`src/rtl/rob.sv`:
```
// Reorder buffer between rename and retire: in-order allocate, out-of-order completion,
// in-order retire that commits to the architectural RAT and frees superseded phys regs.
module rob #(
  parameter int ROB_DEPTH      = 4,
  parameter int PHYSREGS_DEPTH = 6,
  parameter int ARCHREG_BITS   = 5
) (
  input  logic                                   CLK,
  input  logic                                   RESET,
  input  logic                                   FREEZE,
  input  logic                                   flush_IN,
  input  logic                                   fREN_pushReq_IN,
  input  logic [ARCHREG_BITS+2*PHYSREGS_DEPTH:0] fREN_pushData_IN,
  output logic                                   tREN_full_OUT,
  output logic [ROB_DEPTH-1:0]                   tREN_tailTag_OUT,
  input  logic                                   fEX_completeReq_IN,
  input  logic [ROB_DEPTH-1:0]                   fEX_completeTag_IN,
  output logic                                   tFreeL_pushReq_OUT,
  output logic [PHYSREGS_DEPTH-1:0]              tFreeL_pushData_OUT,
  output logic                                   tARAT_writeReq_OUT,
  output logic [ARCHREG_BITS-1:0]                tARAT_writeArch_OUT,
  output logic [PHYSREGS_DEPTH-1:0]              tARAT_writePhys_OUT,
  output logic [ROB_DEPTH:0]                     tROB_count_OUT
);

  localparam int ENTRIES = 1 << ROB_DEPTH;
  localparam int DATA_W  = 1 + ARCHREG_BITS + 2*PHYSREGS_DEPTH;
  localparam logic [ROB_DEPTH:0] FULL_CNT = {1'b1, {ROB_DEPTH{1'b0}}};
  localparam logic [ROB_DEPTH:0] PTR_ONE  = 1;

  logic [ROB_DEPTH:0]  r_head, r_tail;
  logic [ENTRIES-1:0]  r_valid, r_done;
  logic [DATA_W-1:0]   r_data [ENTRIES];

  logic                      r_arat_req, r_freel_req;
  logic [ARCHREG_BITS-1:0]   r_arat_arch;
  logic [PHYSREGS_DEPTH-1:0] r_arat_phys, r_freel_phys;

  logic [ROB_DEPTH:0]        w_count;
  logic                      w_full;
  logic [ROB_DEPTH-1:0]      w_head_idx, w_tail_idx;
  logic                      w_push, w_complete, w_retire, w_commit;
  logic [DATA_W-1:0]         w_head_data;
  logic                      w_is_wr;
  logic [ARCHREG_BITS-1:0]   w_arch;
  logic [PHYSREGS_DEPTH-1:0] w_new, w_old;

  assign w_count    = r_tail - r_head;
  assign w_full     = (w_count == FULL_CNT);
  assign w_head_idx = r_head[ROB_DEPTH-1:0];
  assign w_tail_idx = r_tail[ROB_DEPTH-1:0];

  assign w_push     = fREN_pushReq_IN && !w_full && !FREEZE && !flush_IN;
  assign w_complete = fEX_completeReq_IN && r_valid[fEX_completeTag_IN] && !flush_IN;
  assign w_retire   = r_valid[w_head_idx] && r_done[w_head_idx] && !FREEZE && !flush_IN;

  assign w_head_data = r_data[w_head_idx];
  assign w_is_wr     = w_head_data[DATA_W-1];
  assign w_arch      = w_head_data[2*PHYSREGS_DEPTH +: ARCHREG_BITS];
  assign w_new       = w_head_data[PHYSREGS_DEPTH +: PHYSREGS_DEPTH];
  assign w_old       = w_head_data[0 +: PHYSREGS_DEPTH];
  // arch reg 0 is hardwired, so it never gets a mapping or frees anything
  assign w_commit    = w_retire && w_is_wr && (w_arch != '0);

  always_ff @(posedge CLK or negedge RESET) begin
    if (!RESET) begin
      r_head  <= '0;
      r_tail  <= '0;
      r_valid <= '0;
      r_done  <= '0;
    end else if (flush_IN) begin
      r_head  <= '0;
      r_tail  <= '0;
      r_valid <= '0;
      r_done  <= '0;
    end else begin
      if (w_retire) begin
        r_valid[w_head_idx] <= 1'b0;
        r_head              <= r_head + PTR_ONE;
      end
      if (w_complete)
        r_done[fEX_completeTag_IN] <= 1'b1;
      // placed last so a same-tag completion loses to the new allocation
      if (w_push) begin
        r_valid[w_tail_idx] <= 1'b1;
        r_done[w_tail_idx]  <= 1'b0;
        r_tail              <= r_tail + PTR_ONE;
      end
    end
  end

  always_ff @(posedge CLK) begin
    if (w_push)
      r_data[w_tail_idx] <= fREN_pushData_IN;
  end

  always_ff @(posedge CLK or negedge RESET) begin
    if (!RESET) begin
      r_arat_req   <= 1'b0;
      r_freel_req  <= 1'b0;
      r_arat_arch  <= '0;
      r_arat_phys  <= '0;
      r_freel_phys <= '0;
    end else begin
      r_arat_req  <= w_commit;
      r_freel_req <= w_commit;
      if (w_commit) begin
        r_arat_arch  <= w_arch;
        r_arat_phys  <= w_new;
        r_freel_phys <= w_old;
      end
    end
  end

  assign tREN_full_OUT       = w_full;
  assign tREN_tailTag_OUT    = w_tail_idx;
  assign tROB_count_OUT      = w_count;
  assign tARAT_writeReq_OUT  = r_arat_req;
  assign tARAT_writeArch_OUT = r_arat_arch;
  assign tARAT_writePhys_OUT = r_arat_phys;
  assign tFreeL_pushReq_OUT  = r_freel_req;
  assign tFreeL_pushData_OUT = r_freel_phys;

endmodule
```
`config.mk`:
```
export PLATFORM = sky130hd
export DESIGN_NAME = rob
export DESIGN_NICKNAME = d
export VERILOG_FILES = /design/src/rtl/rob.sv
export SDC_FILE = /design/constraint.sdc
export NUM_CORES = 1
export LEC_CHECK = 0
export BUFFER_PORTS_ARGS = -buffer_cell sky130_fd_sc_hd__buf_4
export CORE_UTILIZATION = 65
export DETAILED_ROUTE_END_ITERATION = 10
export GPL_TIMING_DRIVEN = 0
export HOLD_SLACK_MARGIN = 0.06
export PLACE_DENSITY = 0.83
export SLEW_MARGIN = 40
export SYNTH_ARGS = -nofsm -noshare
export SYNTH_HDL_FRONTEND = slang
export SYNTH_SLANG_ARGS = --single-unit
```
`constraint.sdc`:
```
create_clock -name CLK -period 6.4 [get_ports CLK]
set_input_delay 0.64 -clock CLK [delete_from_list [all_inputs] [get_ports CLK]]
set_output_delay 0.64 -clock CLK [all_outputs]
set_load 0.01 [all_outputs]
```
# --- Word level (Yosys, flattened, before mapping) ---
# Memories as Yosys holds them, arrays and structs flattened.
# Index checks and enable logic that the tools add are counted.
op_classes:
  add_sub_neg: 3
  order_cmp: 6
  eq_ne: 1
  muxes: 26
  bitwise_logic: 6
  reduce_logical: 19
op_table:
  columns: ["op", "n"]
  rows:
  - ["16-bit 2-to-1 mux", 8]
  - ["16-bit AND", 2]
  - ["16-bit NOT", 2]
  - ["16-bit OR", 2]
  - ["5-bit 2-to-1 mux", 4]
  - ["4-bit by 5-bit < comparator with 1-bit output (second input constant)", 3]
  - ["1-bit logical AND", 13]
  - ["1-bit binary-select mux with 4-bit select", 3]
  - ["1-bit demux with 4-bit select", 3]
  - ["4-bit by 1-bit >= comparator with 1-bit output (second input constant)", 3]
  - ["5-bit by 1-bit adder with 5-bit output (second input constant)", 2]
  - ["1-bit 2-to-1 mux", 8]
  - ["5-bit equality test (second input constant)", 1]
  - ["5-bit nonzero test", 1]
  - ["5-bit subtractor", 1]
  - ["2-bit nonzero test", 2]
  - ["1-bit logical NOT", 3]
word_totals:
  register_bits: 60
  ramBits: 288
  output_inout_bits: 29
  memories: 1
memory_table:
  columns: ["memory", "depth", "width", "rd", "rd_clocked_by_memory_dff", "wr", "line_no", "source"]
  rows:
  - ["r_data", 16, 18, 1, 0, 1, "33", "logic [DATA_W-1:0] r_data [ENTRIES];"]

# --- Logic depth before layout (Yosys ltp) ---
# Gate-level depths: netlist (run 1).
logic_depth:
  word_depth: 11
  ltp_mapped: 14
  ltp_nobuf: 11

# --- Worst setup path after synthesis (run 1) ---
# Ideal clock, no wire load.
synth_path:
  path_kind: "register -> register"
  from: "reg r_head[1]"
  to: "mem r_data[7][0] (netlist name) (enable)"
  setup_time_ns: 0.392
  arrival_time_ns: 4.180
  t_required_ns: 6.008
  slack_ns: 1.827
  stages_incl_launch_ff: 15
  path_cell_list: "dfrtp_1 buf_2 buf_2 buf_2 buf_1 inv_1 fa_1 a21o_1 a21oi_1 xnor2_1 o211ai_1 clkinv_1 or3_1 clkbuf_1 nor2_1"
synth_between:
  elab_chain_cells: 8
synth_rtl:
  columns: ["element", "line_no", "source"]
  rows:
  - ["from (decl)", "31", "logic [ROB_DEPTH:0] r_head, r_tail;"]
  - ["from (signal assigned)", "79", "r_head <= r_head + PTR_ONE;"]
  - ["5-bit subtractor", "48", "assign w_count = r_tail - r_head;"]
  - ["named net tROB_count_OUT[4]", "23", "output logic [ROB_DEPTH:0] tROB_count_OUT"]
  - ["5-bit equality test", "49", "assign w_full = (w_count == FULL_CNT);"]
  - ["named net tREN_full_OUT", "14", "output logic tREN_full_OUT,"]
  - ["1-bit logical NOT", "53", "assign w_push = fREN_pushReq_IN && !w_full && !FREEZE && !flush_IN;"]
  - ["1-bit logical AND (3 in series)", "53", null]
  - ["1-bit 2-to-1 mux", "93", "if (w_push)"]
  - ["1-bit 2-to-1 mux (implied by the code)", "94", "r_data[w_tail_idx] <= fREN_pushData_IN;"]
  - ["to (decl)", "33", null]
# The timed path passes the listed nets, and every way through them passes these cells.

# --- Worst setup path after layout (run 1) ---
layout_path:
  from: "reg r_head[1]"
  to: "mem r_data[3][11] (netlist name) (enable)"
layout_between:
  elab_chain_cells: 8
layout_rtl:
  columns: ["element", "line_no"]
  rows:
  - ["5-bit subtractor", "48"]
  - ["5-bit equality test", "49"]
  - ["1-bit logical NOT", "53"]
  - ["1-bit logical AND (3 in series)", "53"]
  - ["1-bit 2-to-1 mux", "93"]
  - ["1-bit 2-to-1 mux (implied by the code)", "94"]
# No other way between the ends.

==> impl_metrics.csv, run 1 <==
group,metric,value,unit
outcome,run_status,"completed",
timing,finalCritPeriodShare,0.8196,
cts,clock_sinks,348,
drt,num_vias,7839,
global_route,antenna_found_initial,0,
power_and_ir_drop,ir_drop,0.2594,mV
global_route,track_usage,0.3266,
cts,cts.repair.resized,0,
global_route,grt_pass1_wl,51.06,mm
drt,drt-initial-drc-count,872,
layout,drive_gt1_frac,0.3105,
hold_path,hold_class,"input port to asynchronous set/reset pin",
setup_path,path_class,"flip-flop to flip-flop",
floorplan,core_area,21220,um2
drt,wl_per_cell,29.93,um
synthesis,syn_nets,773,
timing,worst_pin_slew,883.1,ps
layout,fin_area,16350,um2
place,dpl_cell_area,15160,um2
timing,final.setup.tns,0,ps
layout,utilization,0.7706,
drt,first_pass_iters,7,
setup_path,worst_path_largest_cell_delay,540,ps
power_and_ir_drop,cellPowerDensity,283.8,nW/um2
cts,clk_latency,530,ps
layout,nNetsFinal,874,
floorplan,die_y,149.6,um
floorplan,num_rows,53,
global_route,grt_max_degree,61,
layout,antenna-diode-count,0,
place,dpl.hpwl,20.91,mm
power_and_ir_drop,static-leakage-power,5.580,nW
setup_path,critPathArrivalTime,5460,ps
synthesis,synth_ff_type,"edfxtp_1",
timing,fmax,0.1906,GHz
synthesis,synth_seq_cells,348,
setup_path,crit_buf_inv,8,
floorplan,ioPinCount,57,
floorplan,start_util,0.6675,
setup_path,crit_chain,"buf_2, buf_2, buf_2, buf_2, inv_1, fa_1, a21o_1, a21oi_1, xnor2_1, o211ai_1, clkinv_1, or3_1, clkbuf_1, nor2_4, buf_8",
cts,hold_buffers,0,
cts,clockBufferDepth,3,
timing,setup_violations,0,
cts,post_cts_buffers,0,
timing,fin_ws,1155,ps
global_route,grt_overflow,0,
synthesis,async_flop_share,0.1724,
timing,rsz0062_at_grt,"false",
power_and_ir_drop,p_total,4.641,mW
synthesis,seq_area_frac_synth,0.7165,
global_route,grt_pass1_vias,8311,
floorplan,die_x,149.6,um
cts,clkTransAtPathRegs,60,ps
floorplan,die_area,22390,um2
timing,fin_crit,5245,ps
timing,finalHoldViolations,0,
cts,h-tree-depth,2,
drt,viasPerCell,6.907,
setup_path,required,6610,ps
setup_path,critPathMostFrequentCell,"buf_2",
timing,max_slew_margin,0.4113,
setup_path,crit_family,"buffers and inverters",
synthesis,ys_warn_count,0,
setup_path,cp-end-kind,"flip-flop",
cts,cts_tree,"built",
synthesis,netlist_instances,732,
job,cap_violations,0,
setup_path,crit_path_top_delay_cell,"nor2_4",
cts,cts_root_buffer,"clkbuf_16",
timing,clock_skew,24.74,ps
layout,area_growth,15.45,%
setup_path,critPathLaunchType,"flip-flop",
place,gp_congestion,0.8808,
synthesis,yosysUniqueCellTypes,48,
drt,drc_errors,0,
drt,finalWirelength,33.97,mm
synthesis,synth.cell_area,14160,um2
synthesis,postSynthAreaPerCell,19.35,um2
cts,cts_inserted_buffers,35,
timing,report.final.slew_viol_count,0,
synthesis,synth-edff-count,288,
place,pre_cts_slack,1202,ps
drt,final_antenna_net_count,0,
place,io_buffers,54,
setup_path,crit_fanout,11,
[stage by stage]
step	cells	hold WS [ps]
detailed placement	1071	477.0
global placement	1061	468.5
finish	1135	113.3
floorplan	732	344.4
CTS	1135	262.8
global route	1135	153.4
[synthesized netlist by cell type (2+ instances only)]
library cell	n	share of area
mux2_4	8	0.0085
nor2b_1	12	0.0053
a22oi_1	6	0.0032
o21ai_0	22	0.0078
nor3_1	7	0.0025
buf_4	7	0.0037
a31oi_1	3	0.0013
buf_2	9	0.0032
clkbuf_1	16	0.0042
nand4_1	3	0.0013
ha_1	12	0.011
a211oi_1	6	0.0032
or3_1	3	0.0013
buf_6	2	0.0016
o211ai_1	11	0.0058
mux4_2	97	0.15
clkinv_1	2	0.00053
and2_1	2	0.00088
inv_2	2	0.00053
buf_1	7	0.0019
nor3b_1	7	0.0037
mux2_1	4	0.0032
a22o_1	7	0.0043
mux2_2	2	0.0016
inv_1	15	0.0040
a21oi_1	26	0.0092
edfxtp_1	288	0.61
nand3_1	11	0.0039
and3_1	6	0.0027
xnor2_1	5	0.0031
o2bb2ai_1	2	0.0012
a311oi_1	9	0.0056
a21o_1	2	0.0011
dfrtp_1	60	0.11
nor2_1	23	0.0061
nand2_1	16	0.0042
[area by class of cell]
class / instances / area (um2)
plain buffers: 41 / 211.5
clock buffers: 58 / 1094
clock inverters: 6 / 93.84
fillers: 1131 / 4867
inverters: 19 / 71.32
multi-input cells: 324 / 3817
flip-flops and latches: 348 / 10150
well taps: 275 / 344.1
repair buffers: 64 / 571.8
[power breakdown]
| part | internal [mW] | switching, mW | total [mW] |
|---|---|---|---|
| logic | 0.0284 | 0.0670 | 0.0954 |
| registers | 2.46 | 0.00307 | 2.46 |
| clock network | 1.25 | 0.833 | 2.08 |
[state kept, by name, summed over array words and instances, names as in the netlist]
name / cells
tARAT_writeArch_OUT: 5
r_valid: 16
r_data: 288
tFreeL_pushReq_OUT: 1
tFreeL_pushData_OUT: 6
tARAT_writePhys_OUT: 6
r_head: 5
r_tail: 5
r_done: 16
[layer usage]
metal,global-route usage,share of wire
met1,0.4218,0.36
met2,0.5428,0.51
met3,0.05701,0.084
met4,0.1607,0.050
met5,0,0
[cells by family after synthesis]
logic type	Yosys count	share of synthesized area
AOI/OAI and AO/OA	100	0.04664
xor gates and xnor gates	6	0.003710
adders and majority gates	13	0.01201
buffers and inverters	60	0.01961
DFF	348	0.7165
muxes	111	0.1675
and+or+nand+nor	94	0.03401
[cells in the final DEF, fill, tap and decap left out, types with 12 or more instances in the layout]
master and instances:
edfxtp_1 288, buf_4 60, o21ai_0 22, clkbuf_1 27, dfrtp_1 60, a21oi_1 26
mux4_2 97, clkbuf_16 36, nor2b_1 12, ha_1 12, nor2_1 13, nand2_1 16
[path summary, 6_finish.rpt]
kind	slack [ps]	start	cells past startpoint	end
max	1150	r_head[1]	15	r_data[3][11]
min	110	RESET	1	tARAT_writeArch_OUT[1]
max reg2reg	1150	r_head[1]	15	r_data[3][11]
min reg2reg	490	tARAT_writeArch_OUT[0]	1	tARAT_writeArch_OUT[0]
max in group asynchronous	5840	RESET	1	r_valid[13]
min in group CLK	420	fREN_pushData_IN[1]	1	r_data[9][1]
Note: power is estimated with default switching activity, not from simulation.
==> run 2, diff against run 1 <==
--- a/config.mk
+++ b/config.mk
@@ -6,11 +6,11 @@
 export NUM_CORES = 1
 export LEC_CHECK = 0
 export BUFFER_PORTS_ARGS = -buffer_cell sky130_fd_sc_hd__buf_4
-export CORE_UTILIZATION = 65
+export CORE_UTILIZATION = 55
 export DETAILED_ROUTE_END_ITERATION = 10
 export GPL_TIMING_DRIVEN = 0
 export HOLD_SLACK_MARGIN = 0.06
-export PLACE_DENSITY = 0.83
+export PLACE_DENSITY = 0.75
 export SLEW_MARGIN = 40
 export SYNTH_ARGS = -nofsm -noshare
 export SYNTH_HDL_FRONTEND = slang
==> constraint.sdc (replaced) <==
create_clock -name CLK -period 4.8 [get_ports CLK]
set_input_delay 0.48 -clock CLK [delete_from_list [all_inputs] [get_ports CLK]]
set_output_delay 0.48 -clock CLK [all_outputs]
set_load 0.01 [all_outputs]
==> impl_metrics.csv, run 2 (synthesis results as in run 1) <==
group,metric,value,unit
outcome,run_status,"completed",
cts,clkTransAtPathRegs,60,ps
drt,first_pass_iters,6,
setup_path,worst_path_largest_cell_delay,430,ps
setup_path,crit_family,"buffers and inverters",
hold_path,worstHoldStart,"fREN_pushData_IN[1]",
place,gp_congestion,0.8617,
timing,fin_crit,4535,ps
layout,nNetsFinal,883,
setup_path,required,5010,ps
drt,viasPerCell,6.428,
timing,fmax,0.2205,GHz
hold_path,hold_end,"r_data[10][1]",
layout,area_growth,16.77,%
timing,fin_ws,264.6,ps
setup_path,crit_path_top_delay_cell,"or3_1",
layout,antenna-diode-count,0,
floorplan,die_area,26400,um2
timing,rsz0062_at_grt,"false",
drt,finalWirelength,33.81,mm
timing,finalHoldViolations,0,
floorplan,ioPinCount,57,
setup_path,critPathLaunchType,"flip-flop",
setup_path,timing.rr.start,"r_head[1]",
floorplan,die_x,162.5,um
drt,final_antenna_net_count,0,
floorplan,start_util,0.5609,
cts,h-tree-depth,2,
drt,drt-initial-drc-count,938,
layout,largest_reg_flops,288,
layout,largest-register,"r_data",
global_route,grt_overflow,0,
setup_path,cp-end-kind,"flip-flop",
timing,report.final.slew_viol_count,0,
cts,clock_sinks,348,
timing,max_slew_margin,0.4343,
floorplan,die_y,162.5,um
setup_path,r2r-end,"r_data[3][3]",
layout,fin_area,16540,um2
place,pre_cts_slack,-799.1,ps
global_route,antenna_found_initial,0,
layout,layout_common_cells,"edfxtp_1, mux4_2, buf_4",
setup_path,ff2ff_path_depth,14,
timing,final.setup.tns,0,ps
cts,cts_root_buffer,"clkbuf_16",
layout,utilization,0.6550,
global_route,grt_max_degree,61,
setup_path,critPathArrivalTime,4750,ps
cts,cts_inserted_buffers,36,
place,dpl.hpwl,21.18,mm
place,io_buffers,54,
global_route,grt_pass1_wl,50.11,mm
timing,finalCritPeriodShare,0.9449,
setup_path,crit_fanout,19,
setup_path,path_class,"flip-flop to flip-flop",
layout,top_regs,"r_data (288), r_done (16), r_valid (16)",
power_and_ir_drop,cellPowerDensity,364.1,nW/um2
setup_path,r2r_slack,260,ps
cts,cts_tree,"built",
timing,clock_skew,19.72,ps
cts,clockBufferDepth,3,
layout,nFillCells,1680,
floorplan,num_rows,58,
timing,timing.hold.ws,257.1,ps
layout,final_common_cell,"edfxtp_1",
hold_path,hold_class,"input port to flip-flop",
global_route,track_usage,0.2668,
place,dpl_cell_area,15300,um2
cts,clk_latency,520,ps
power_and_ir_drop,static-leakage-power,5.624,nW
setup_path,crit_chain,"buf_2, clkbuf_4, buf_6, inv_1, ha_1, nor2b_1, o21ai_0, a21boi_0, o211ai_1, clkinv_1, or3_1, clkbuf_1, nor2_4, buf_4",
global_route,grt_pass1_vias,8052,
power_and_ir_drop,ir_drop,0.3293,mV
drt,wl_per_cell,28.20,um
hold_path,holdPathStages,1,
floorplan,core_area,25250,um2
setup_path,crit_buf_inv,7,
drt,num_vias,7707,
job,cap_violations,0,
layout,drive_gt1_frac,0.3165,
timing,worst_pin_slew,848.6,ps
timing,setup_violations,0,
drt,drc_errors,0,
[run 2: changes by cell type in the layout (fill, tap and decap cells not counted), sizes merged]
cell	change
clkinv	+9
dlygate4sd3	+1
clkinvlp	+1
buf	+8
bufinv	-1
clkbuf	-9
[run 2: stage by stage]
step / instances / total power, mW
detailed placement: 1126 / 3.473
global route: 1199 / 6.185
floorplan: 732 / 3.391
CTS: 1197 / 6.056
finish: 1199 / 6.023
global placement: 1116 / 3.461
[run 2: power by group]
part	total [mW]	leakage, nW	switching (mW)	internal [mW]
Combinational	0.127	1.66	0.0886	0.0385
Clock	2.61	0.540	1.12	1.50
Sequential	3.28	3.42	0.00398	3.28
Total	6.02	5.62	1.21	4.81
[run 2: layout make-up]
| type | instances | area, um2 | share of cell area |
|---|---|---|---|
| sequential | 348 | 10150 | 0.6136 |
| multi-input combinational | 324 | 3822 | 0.2311 |
| clock buffer | 50 | 983.4 | 0.05946 |
| timing repair buffer | 73 | 767.0 | 0.04637 |
| tap | 330 | 412.9 | 0.02496 |
| buffer | 40 | 216.5 | 0.01309 |
| clock inverter | 15 | 117.6 | 0.007110 |
| inverter | 19 | 71.32 | 0.004312 |
[run 2: worst max path at each step]
| stage | from | to | slack (ps) | cells past startpoint |
|---|---|---|---|---|
| global route | r_head[1] | r_data[3][2] | 30 | 14 |
| detailed placement | r_head[1] | r_data[13][5] | -800 | 14 |
| finish | r_head[1] | r_data[3][3] | 260 | 14 |
| global placement | r_head[1] | r_data[3][11] | -1800 | 14 |
| CTS | r_head[1] | r_data[5][12] | 40 | 14 |
| floorplan | r_head[1] | r_data[7][0] | 230 | 14 |
[run 2: what timing repair did]
item | in CTS | in global routing
endpoints found under the setup margin | 299 | 126
gates resized for setup | 3 | 2
hold endpoints to repair | 0 | 60
hold buffers | 0 | 1
pin swaps | 6 | 1
setup buffers | 7 | 1
[run 2: layer usage]
| layer | GRT usage | part of all wire |
|---|---|---|
| met5 | 0 | 0 |
| met4 | 0.1102 | 0.038 |
| met3 | 0.04838 | 0.076 |
| met2 | 0.4349 | 0.49 |
| met1 | 0.3582 | 0.39 |
